<file path="config.mk">
export PLATFORM = sky130hd
export DESIGN_NAME = led_pattern_engine
export DESIGN_NICKNAME = d
export VERILOG_FILES = /design/src/rtl/led_pattern_engine.sv
export SDC_FILE = /design/constraint.sdc
export NUM_CORES = 1
export LEC_CHECK = 0
export BUFFER_PORTS_ARGS = -buffer_cell sky130_fd_sc_hd__buf_2
export CAP_MARGIN = 20
export CORE_ASPECT_RATIO = 2
export CORE_MARGIN = 10
export CORE_UTILIZATION = 45
export DETAILED_ROUTE_END_ITERATION = 10
export PLACE_DENSITY = 0.7
export SYNTH_ARGS = -nofsm -noshare
export SYNTH_HDL_FRONTEND = slang
export SYNTH_SLANG_ARGS = --single-unit
</file>
<file path="constraint.sdc">
create_clock -name clk -period 4.6 [get_ports clk]
set_input_delay 0.23 -clock clk [delete_from_list [all_inputs] [get_ports clk]]
set_output_delay 0.23 -clock clk [all_outputs]
set_load 0.02 [all_outputs]
</file>
<file path="src/rtl/led_pattern_engine.sv">
// led_pattern_engine
//
// Multi-mode LED pattern generator for an N-bit LED bank. A free-running
// base counter divides the clock into base ticks, a 3-bit prescaler stretches
// the step period to 1, 2, 4 or 8 base ticks, and every step advances the
// selected pattern.
//
// Optional feature macro: LED_PATTERN_BLINK_EN
//   defined   -> mode 3 is blink (all-zeros / all-ones toggle)
//   undefined -> no blink logic; mode 3 behaves exactly like mode 0
//
// Ports
//   clk     in  1  single clock
//   rst     in  1  synchronous, active-high reset
//   mode    in  2  0 shift-left, 1 shift-right, 2 ping-pong, 3 blink
//   speed   in  2  step every 2^speed base ticks
//   pause   in  1  freeze counters and LED while high
//   LED     out N  registered LED drive
//   step_o  out 1  one-cycle pulse on every cycle a pattern step is applied
//
// Control inputs are assumed synchronous to clk.
//
// Handshake: there is none; mode/speed/pause are level controls sampled on
// every rising edge, and step_o is a single-cycle, unacknowledged pulse.

module led_pattern_engine #(
  parameter int LED_quantity   = 8,
  parameter int TIME_count     = 100000000,
  parameter int TIME_count_bit = 27
) (
  input  logic                    clk,
  input  logic                    rst,
  input  logic [1:0]              mode,
  input  logic [1:0]              speed,
  input  logic                    pause,
  output logic [LED_quantity-1:0] LED,
  output logic                    step_o
);

  localparam int N = LED_quantity;
  localparam logic [TIME_count_bit-1:0] CNT_MAX = TIME_count_bit'(TIME_count - 1);
  localparam logic [TIME_count_bit-1:0] CNT_ONE = TIME_count_bit'(1);
  localparam logic [N-1:0] BIT_LO = {{(N-1){1'b0}}, 1'b1};
  localparam logic [N-1:0] BIT_HI = {1'b1, {(N-1){1'b0}}};

  // Ping-pong travel direction; DIR_UP moves the lit LED towards bit N-1.
  typedef enum logic {
    DIR_UP   = 1'b0,
    DIR_DOWN = 1'b1
  } dir_e;

  logic [TIME_count_bit-1:0] count_q, count_d;
  logic [2:0]                pre_q,   pre_d;
  logic [1:0]                mode_q,  mode_d;
  dir_e                      dir_q,   dir_d;
  logic [N-1:0]              led_q,   led_d;
  logic                      step_q,  step_d;

  logic                      wrap;
  logic                      pre_done;
  logic                      one_hot;
  logic [N-1:0]              adv_led;
  dir_e                      adv_dir;

  // Pattern loaded on a mode change, or when the LED register holds
  // something a shift pattern cannot advance from.
  function automatic logic [N-1:0] start_pattern(input logic [1:0] m);
    logic [N-1:0] p;
    p = BIT_LO;
    case (m)
      2'd1:    p = BIT_HI;
`ifdef LED_PATTERN_BLINK_EN
      2'd3:    p = '0;
`endif
      default: p = BIT_LO;
    endcase
    return p;
  endfunction

  assign wrap = (count_q == CNT_MAX);
  // Limit is 2^speed-1; 4-bit arithmetic keeps speed=3 (limit 7) exact.
  // A pre value already above a newly lowered limit still satisfies >=.
  assign pre_done = ({1'b0, pre_q} >= ((4'd1 << speed) - 4'd1));
  assign one_hot  = (led_q != '0) && ((led_q & (led_q - BIT_LO)) == '0);

  // Next pattern value, used only on a step.
  always_comb begin
    adv_led = led_q;
    adv_dir = dir_q;
    if (!one_hot) begin
      adv_led = start_pattern(mode_q);
    end else begin
      case (mode_q)
        2'd1: adv_led = {led_q[0], led_q[N-1:1]};
        2'd2: begin
          if (dir_q == DIR_UP) begin
            if (led_q[N-1]) begin
              adv_dir = DIR_DOWN;
              adv_led = led_q >> 1;
            end else begin
              adv_led = led_q << 1;
            end
          end else begin
            if (led_q[0]) begin
              adv_dir = DIR_UP;
              adv_led = led_q << 1;
            end else begin
              adv_led = led_q >> 1;
            end
          end
        end
        // Mode 0, and mode 3 when blink is not built.
        default: adv_led = {led_q[N-2:0], led_q[N-1]};
      endcase
    end
`ifdef LED_PATTERN_BLINK_EN
    // Blink ignores the one-hot rule: all-zeros is its legal start value.
    if (mode_q == 2'd3) begin
      adv_led = ~led_q;
      adv_dir = dir_q;
    end
`endif
  end

  // Priority: mode change, then pause, then normal counting.
  always_comb begin
    count_d = count_q;
    pre_d   = pre_q;
    mode_d  = mode_q;
    dir_d   = dir_q;
    led_d   = led_q;
    step_d  = 1'b0;
    if (mode != mode_q) begin
      mode_d  = mode;
      count_d = '0;
      pre_d   = '0;
      dir_d   = DIR_UP;
      led_d   = start_pattern(mode);
    end else if (!pause) begin
      if (wrap) begin
        count_d = '0;
        if (pre_done) begin
          pre_d  = '0;
          step_d = 1'b1;
          led_d  = adv_led;
          dir_d  = adv_dir;
        end else begin
          pre_d = pre_q + 3'd1;
        end
      end else begin
        count_d = count_q + CNT_ONE;
      end
    end
  end

  always_ff @(posedge clk) begin
    if (rst) begin
      count_q <= '0;
      pre_q   <= '0;
      mode_q  <= 2'd0;
      dir_q   <= DIR_UP;
      led_q   <= '0;
      step_q  <= 1'b0;
    end else begin
      count_q <= count_d;
      pre_q   <= pre_d;
      mode_q  <= mode_d;
      dir_q   <= dir_d;
      led_q   <= led_d;
      step_q  <= step_d;
    end
  end

  assign LED    = led_q;
  assign step_o = step_q;

endmodule
</file>
==> results of run 1 <==
-- where the power goes --
group	internal (mW)	switching, mW
combinational	0.0190	0.0342
clock	0.121	0.127
sequential	0.366	0.00476
total	0.506	0.166
-- flip-flops by register name, summed over array words and instances, names as in the netlist --
signal and count:
count_q 27, LED 8, pre_q 3, mode_q 2, dir_q 1, step_o 1
-- critical path, cell delays in order (launching register included) --
cell     delay (ns)
dfxtp_1        0.38
ha_1           0.17
and3b_1        0.24
nand4_1        0.22
nor4_2         0.55
nand2_1        0.19
nor2_2         0.28
a22o_1         0.17
-- Yosys cell counts, types with 3 or more instances --
library cell / number / share of area
inv_1: 9 / 0.015
nand2_1: 25 / 0.042
a21o_1: 3 / 0.010
nor2_1: 40 / 0.067
and3_1: 3 / 0.0083
nor3_1: 6 / 0.013
a22o_1: 10 / 0.039
ha_1: 7 / 0.039
a21oi_1: 9 / 0.020
nor2b_1: 5 / 0.014
xnor2_1: 6 / 0.023
mux2i_1: 3 / 0.013
xor2_1: 23 / 0.089
a211oi_1: 4 / 0.013
o21ai_0: 6 / 0.013
nand4_1: 10 / 0.028
nand3_1: 12 / 0.027
or3_1: 4 / 0.011
dfxtp_1: 42 / 0.37
nand2b_1: 4 / 0.011
-- per-layer routing --
layer	routed length, um	part of all wire
met1	1872	0.37
met2	2883	0.57
met3	181	0.036
met4	148	0.029
met5	0	0
-- through the flow --
step                worst slack [ns]  cells
floorplan                      2.631    267
global placement               2.333    333
detailed placement             2.326    333
CTS                            2.323    341
global route                   2.128    341
finish                         2.341    341
-- cell families after synthesis --
| logic type | share of synthesized area |
|---|---|
| flops | 0.3731 |
| mux | 0.01333 |
| xor+xnor | 0.1127 |
| fa+ha+maj | 0.03887 |
| buf+inv | 0.03276 |
| compound gates | 0.1344 |
| simple gates | 0.2948 |
-- how the worst max path moves through the flow --
| stage | from | to | slack (ns) | cells after the start |
|---|---|---|---|---|
| 3_5_place_dp | speed[0] | LED[0] | 2.33 | 9 |
| 6_report | count_q[0] | LED[5] | 2.34 | 7 |
| 3_3_place_gp | speed[0] | LED[0] | 2.33 | 9 |
| 5_1_grt | count_q[0] | LED[3] | 2.13 | 7 |
| 4_1_cts | count_q[0] | LED[7] | 2.32 | 7 |
| 2_1_floorplan | count_q[0] | count_q[10] | 2.63 | 8 |
-- layout make-up --
type	count	area, um^2
Tap cell	57	71.32
Fill cell	478	2414
Clock buffer	7	86.33
Sequential cell	42	840.8
Inverter	9	33.78
Multi-Input combinational cell	210	1339
Clock inverter	1	5.005
Timing Repair Buffer	15	75.07
==> metrics.cfg, run 1 <==
[hold_path]
min_from=rst
min_to=mode_q[1]
worstHoldPathType=in -> reg
hold_depth=2

[yosys]
synth_edf_count=0
synth_cell_types=47
seq_area_frac_synth=0.3731
yosysWarningCount=0
synth_ff_type=dfxtp_1
syn_inst=267
synth_fp_nets=281
syn_area_per_cell_um2=8.440
synth_area_um2=2253
async_flop_share=0
ys_ff_latch=42

[floorplan]
die-area_um2=8409
dieHeight_um=120.1
core_um2=4865
fp.dieW_um=70.04
start_util=0.4632
placementRows=36
io_pins=16

[finish]
final_cell_mix=dfxtp_1, nor2_1, nand2_1
layout_commonest_cell=dfxtp_1
fin_area_um2=2451
drive_above_1_share=0.1092
fin_util=0.5039
num-nets-final=297
area_growth_pct=8.773
antenna_cells=0

[clock_tree]
cts_tree=built
cts_hold_buf=0
cts.root.buffer_cell=clkbuf_8
cts_sinks=42
clockBufferDepth=2
cts_setup_buffers=0
cts_buffers=5
clk_pin_slew_worst_paths_ns=0.08
ctsHtreeMaxLevel=2
cts_resized=0
clk-insertion-delay-late_ns=0.29

[power]
power.total_mw=0.6718
p_per_area_nw_per_um2=274.1
vdd_drop_max_v=0.0001766
p_leak_nw=0.9080

[grt]
grtUsageMet3=0.03300
grt_overflow=0
met1_usage=0.1065
grt.busiest_layer=met2
grt_max_degree=27
met2_usage=0.2432
grt_pass1_vias=1956
antenna_found_initial=0
track_usage=0.1229
grt_pass1_wl_mm=8.652

[routing]
dr.pass1.iters=4
viasPerCell=5.642
drcViolationCount=0
wl_mm=5.086
wl_per_cell_um=14.91
drt_iter0_markers=78
ant_nets=0
routed-via-count=1924

[setup_path]
critPathCaptureType=register
worst-setup-path-type=reg -> reg
crit_required_ns=4.84
worst_setup_path_start_kind=register
r2r_start=count_q[0]
r2r_cells=7
cp.arrival_ns=2.50
r2r-end=LED[5]
rrSetupSlack_ns=2.34
path_max_fanout=6

[placed_design]
hpwl_mm=3.915
place_congestion=0.8359
port-buffer-count=15
placed_cell_area_um2=2360

[sta]
max_freq_ghz=0.4427
finalClockSkew_ns=0.003942
fin_crit_ns=2.259
layout_worst_path_cycle_share=0.4910
drv_slew=0
slew_headroom=0.4502
hold_violations=0
setup_viol=0
hold_ws_ns=0.1649
rsz0062_at_grt=no
worst_slew_pin_slew_ns=0.8191
setup_tns_ns=0

[flow_run]
maxCapViolCount=0

[status]
status=completed

Note: power is estimated with default switching activity, not from simulation.
==> run 2, diff against run 1 <==
==> constraint.sdc (replaced) <==
create_clock -name clk -period 2.2 [get_ports clk]
set_input_delay 0.11 -clock clk [delete_from_list [all_inputs] [get_ports clk]]
set_output_delay 0.11 -clock clk [all_outputs]
set_load 0.02 [all_outputs]
==> metrics.cfg, run 2 (synthesis gave the netlist of run 1 again) <==
[status]
status=completed  ; unchanged

[setup_path]
crit_chain=nor4_4, nand2b_2, or3_1, o311a_2, or3_1, o21ai_1  ; was ha_1, and3b_1, nand4_1, nor4_2, nand2_1, nor2_2, a22o_1
worst-setup-path-type=reg -> reg  ; unchanged
rrSetupSlack_ns=0.15  ; was 2.34 ns
path_max_fanout=7  ; was 6
worst_path_max_delay_cell=or3_1  ; was nor4_2
crit_required_ns=2.43  ; was 4.84 ns
cp.arrival_ns=2.28  ; was 2.50 ns
path_buf_inv=0  ; unchanged
r2r_cells=6  ; was 7
r2r_start=LED[4]  ; was count_q[0]
critical_path.max_stage_delay_ns=0.41  ; was 0.55 ns
path_common_cell=or3_1
path_delay_family=simple AND/OR/NAND/NOR gates  ; unchanged
worst_setup_path_start_kind=register  ; unchanged
r2r-end=dir_q  ; was LED[5]
critPathCaptureType=register  ; unchanged

[finish]
multi_input_area_um2=1365  ; was 1339 um^2
drive_above_1_share=0.1458  ; was 0.1092
final_cell_mix=dfxtp_1, nor2_1, nand2_1  ; unchanged
seq_area_um2=840.8  ; unchanged
num-nets-final=308  ; was 297
num-fill-cells=491  ; was 478
largest_reg_flops=27  ; unchanged
area_growth_pct=13.60  ; was 8.773%
layout_commonest_cell=dfxtp_1  ; unchanged
antenna_cells=0  ; unchanged
top_register=count_q  ; unchanged

[floorplan]
io_pins=16  ; unchanged
placementRows=36  ; unchanged
fp.dieW_um=70.04  ; unchanged
start_util=0.4632  ; unchanged
core_um2=4865  ; unchanged
dieHeight_um=120.1  ; unchanged
die-area_um2=8409  ; unchanged

[routing]
wl_per_cell_um=14.30  ; was 14.91 um
viasPerCell=5.628  ; was 5.642
drcViolationCount=0  ; unchanged
dr.pass1.iters=4  ; unchanged
routed-via-count=1981  ; was 1924
ant_nets=0  ; unchanged
wl_mm=5.034  ; was 5.086 mm
drt_iter0_markers=90  ; was 78

[grt]
grt_max_degree=27  ; unchanged
track_usage=0.1196  ; was 0.1229
grt_overflow=0  ; unchanged
grt_pass1_vias=2042  ; was 1956
antenna_found_initial=0  ; unchanged
grt_pass1_wl_mm=8.618  ; was 8.652 mm

[power]
vdd_drop_max_v=0.0003850  ; was 0.0001766 V
p_per_area_nw_per_um2=549.1  ; was 274.1 nW/um^2
p_leak_nw=0.9862  ; was 0.9080 nW
power.total_mw=1.406  ; was 0.6718 mW

[clock_tree]
cts_buffers=5  ; unchanged
cts_sinks=42  ; unchanged
cts.root.buffer_cell=clkbuf_8  ; unchanged
clk_pin_slew_worst_paths_ns=0.09  ; was 0.08 ns
cts_tree=built  ; unchanged
clockBufferDepth=2  ; unchanged
ctsHtreeMaxLevel=2  ; unchanged
clk-insertion-delay-late_ns=0.30  ; was 0.29 ns
cts_hold_buf=0  ; unchanged

[sta]
rsz0062_at_grt=no  ; unchanged
setup_tns_ns=0  ; unchanged
hold_violations=0  ; unchanged
slew_headroom=0.6878  ; was 0.4502
max_freq_ghz=0.4873  ; was 0.4427 GHz
finalClockSkew_ns=0.01248  ; was 0.003942 ns
drv_slew=0  ; unchanged
setup_viol=0  ; unchanged
worst_slew_pin_slew_ns=0.4661  ; was 0.8191 ns
layout_worst_path_cycle_share=0.9328  ; was 0.4910
fin_crit_ns=2.052  ; was 2.259 ns

[hold_path]
min_from=rst  ; unchanged
min_to=mode_q[1]  ; unchanged
hold_depth=2  ; unchanged
worstHoldPathType=in -> reg  ; unchanged

[placed_design]
hpwl_mm=3.819  ; was 3.915 mm
port-buffer-count=15  ; unchanged
place_congestion=0.8641  ; was 0.8359

[flow_run]
maxCapViolCount=0  ; unchanged

## run 2: cell count changes in the layout (fill, tap and decap cells not counted), sizes merged
cell and delta:
buf +11
## run 2: power by group
| group | total (mW) | switching, mW | internal (mW) |
|---|---|---|---|
| sequential | 0.775 | 0.00972 | 0.765 |
| clock | 0.514 | 0.261 | 0.253 |
| combinational | 0.117 | 0.0724 | 0.0441 |
## run 2: routing by layer
metal	up-vias	global-route usage	part of all wire
met1	940	0.1061	0.37
li1	994	-	-
met3	10	0.02393	0.039
met2	37	0.2329	0.57
met5	-	0	0
met4	0	0.07568	0.029
## run 2: timing repair
action / CTS / global route
setup endpoints to repair: 0 / 35
resized for setup: 0 / 4
endpoints found under the hold margin: 0 / 0
buffers inserted: 0 / 0
## run 2: cell type report
cell class	count	area share
multi-input combinational	210	0.5332
sequential	42	0.3284
timing repair buffer	26	0.06158
clock buffer	7	0.03372
tap	57	0.02786
inverter	9	0.01320
clock inverter	1	0.001955
## run 2: through the flow
step	cell area [um^2]	hold WS (ns)	setup slack (ns)	instances	util
CTS	2534	0.03394	0.05196	352	0.5208
detailed placement	2442	0.3438	0.06298	344	0.5021
global route	2560	0.04270	0.01456	352	0.5262
global placement	2442	0.3410	0.1281	344	0.5021
finish	2560	0.03137	0.1479	352	0.5262
floorplan	2253	0.1816	0.2315	267	-
## run 2: worst max path at each step
| stage | start | endpoint | slack, ns | cells after the start |
|---|---|---|---|---|
| floorplan | count_q[0] | count_q[2] | 0.23 | 8 |
| global placement | count_q[0] | count_q[10] | 0.13 | 6 |
| detailed placement | count_q[0] | count_q[11] | 0.06 | 6 |
| CTS | count_q[0] | count_q[11] | 0.05 | 6 |
| global route | count_q[0] | count_q[18] | 0.01 | 6 |
| finish | LED[4] | dir_q | 0.15 | 6 |
==> run 3, diff against run 2 <==
--- a/config.mk
+++ b/config.mk
@@ -11,7 +11,7 @@
 export CORE_MARGIN = 10
 export CORE_UTILIZATION = 45
 export DETAILED_ROUTE_END_ITERATION = 10
-export PLACE_DENSITY = 0.7
+export PLACE_DENSITY_LB_ADDON = 0.12
 export SYNTH_ARGS = -nofsm -noshare
 export SYNTH_HDL_FRONTEND = slang
 export SYNTH_SLANG_ARGS = --single-unit
==> metrics.cfg, run 3 (synthesis gave the netlist of run 1 again) <==
[status]
status=completed  ; unchanged

[finish]
num-fill-cells=485  ; was 491
antenna_cells=0  ; unchanged
multi_input_area_um2=1351  ; was 1365 um^2
layout_commonest_cell=dfxtp_1  ; unchanged
seq_area_um2=840.8  ; unchanged
num-nets-final=313  ; was 308
largest_reg_flops=27  ; unchanged
area_growth_pct=15.32  ; was 13.60%
final_cell_mix=dfxtp_1, nor2_1, nand2_1  ; unchanged
top_register=count_q  ; unchanged
drive_above_1_share=0.1567  ; was 0.1458
fin_area_um2=2599  ; was 2560 um^2

[hold_path]
worstHoldPathType=in -> reg  ; unchanged

[clock_tree]
cts_tree=built  ; unchanged
cts.root.buffer_cell=clkbuf_8  ; unchanged
cts_sinks=42  ; unchanged
cts_setup_buffers=0  ; unchanged
ctsHtreeMaxLevel=2  ; unchanged
clk-insertion-delay-late_ns=0.29  ; was 0.30 ns
clockBufferDepth=2  ; unchanged
clk_pin_slew_worst_paths_ns=0.08  ; was 0.09 ns
cts_buffers=5  ; unchanged

[floorplan]
core_um2=4865  ; unchanged
fp.dieW_um=70.04  ; unchanged
die-area_um2=8409  ; unchanged
io_pins=16  ; unchanged
dieHeight_um=120.1  ; unchanged
placementRows=36  ; unchanged
start_util=0.4632  ; unchanged

[setup_path]
worst_path_max_delay_cell=dfxtp_1  ; was or3_1
path_common_cell=buf_4  ; was or3_1
worst_setup_path_start_kind=register  ; unchanged
worst-setup-path-type=reg -> reg  ; unchanged
path_buf_inv=2  ; was 0
cp.arrival_ns=2.21  ; was 2.28 ns
crit_chain=ha_1, and3b_1, nand4_1, nor4_2, buf_4, nor2_1, buf_4, o2bb2ai_1, a21o_1  ; was nor4_4, nand2b_2, or3_1, o311a_2, or3_1, o21ai_1
crit_required_ns=2.39  ; was 2.43 ns
path_max_fanout=8  ; was 7
critical_path.max_stage_delay_ns=0.37  ; was 0.41 ns
critPathCaptureType=register  ; unchanged
path_delay_family=simple AND/OR/NAND/NOR gates  ; unchanged

[sta]
fin_crit_ns=2.023  ; was 2.052 ns
hold_ws_ns=0.03703  ; was 0.03137 ns
slew_headroom=0.7374  ; was 0.6878
drv_slew=0  ; unchanged
rsz0062_at_grt=no  ; unchanged
layout_worst_path_cycle_share=0.9194  ; was 0.9328
finalClockSkew_ns=0.01255  ; was 0.01248 ns
setup_viol=0  ; unchanged
worst_slew_pin_slew_ns=0.3912  ; was 0.4661 ns
max_freq_ghz=0.4944  ; was 0.4873 GHz
hold_violations=0  ; unchanged
setup_tns_ns=0  ; unchanged

[placed_design]
hpwl_mm=4.028  ; was 3.819 mm
place_congestion=0.8650  ; was 0.8641
port-buffer-count=15  ; unchanged
placed_cell_area_um2=2480  ; was 2442 um^2

[routing]
wl_per_cell_um=14.49  ; was 14.30 um
drcViolationCount=0  ; unchanged
dr.pass1.iters=4  ; unchanged
ant_nets=0  ; unchanged
drt_iter0_markers=88  ; was 90
viasPerCell=5.487  ; was 5.628
wl_mm=5.173  ; was 5.034 mm
routed-via-count=1959  ; was 1981

[flow_run]
maxCapViolCount=0  ; unchanged

[power]
vdd_drop_max_v=0.0005286  ; was 0.0003850 V
p_leak_nw=1.003  ; was 0.9862 nW
power.total_mw=1.494  ; was 1.406 mW
p_per_area_nw_per_um2=575.1  ; was 549.1 nW/um^2

[grt]
grt_overflow=0  ; unchanged
grt_max_degree=27  ; unchanged
antenna_found_initial=0  ; unchanged
grt_pass1_wl_mm=9.073  ; was 8.618 mm
track_usage=0.1284  ; was 0.1196
grt_pass1_vias=2034  ; was 2042

## run 3: cell count changes in the layout (fill, tap and decap cells not counted), sizes merged
cell and delta:
buf +5, clkinv -1, bufinv +1
## run 3: per-stage QoR
stage	worst slack [ns]	cells	util
after global routing	0.02208	357	0.5342
final	0.1774	357	0.5342
after CTS	0.03131	357	0.5316
after floorplan	0.2315	267	-
after global placement	0.1225	349	0.5098
after detailed placement	0.04566	349	0.5098
## run 3: cell type report
cell class	instances	share of cell area
inverters	9	0.01300
multi-input cells	210	0.5200
repair buffers	31	0.07511
clock buffers	7	0.02937
flip-flops and latches	42	0.3235
well taps	57	0.02744
clock inverters	1	0.01156
## run 3: path summary, 6_finish.rpt
kind | cells after the start | to | slack [ns] | start
worst max-delay path | 9 | LED[7] | 0.18 | count_q[1]
worst min-delay path | 2 | mode_q[1] | 0.04 | rst
worst max register to register | 9 | LED[7] | 0.18 | count_q[1]
worst min register to register | 2 | count_q[22] | 0.49 | count_q[22]
## run 3: per-layer routing
layer	global-route usage	up-vias	share of wire
li1	-	1007	-
met1	0.1149	912	0.37
met2	0.2540	29	0.57
met3	0.02723	11	0.026
met4	0.06700	0	0.029
met5	0	-	0
## run 3: where the power goes
group          leakage [nW]  switching (mW)  internal [mW]  total, mW
sequential            0.339         0.00833          0.765      0.773
combinational         0.611          0.0746         0.0473      0.122
clock                0.0524           0.259          0.340      0.599
total                  1.00           0.342           1.15       1.49
## run 3: worst register-to-register path, stage by stage, from the launching register on
cell,delay (ns)
dfxtp_1,0.37
ha_1,0.17
and3b_1,0.19
nand4_1,0.22
nor4_2,0.32
buf_4,0.17
nor2_1,0.04
buf_4,0.17
o2bb2ai_1,0.13
a21o_1,0.15
## run 3: repair_timing
| item | 4_1_cts | 5_1_grt |
|---|---|---|
| setup endpoints to repair | 0 | 26 |
| hold buffers | 0 | 0 |
| resized for setup | 0 | 2 |
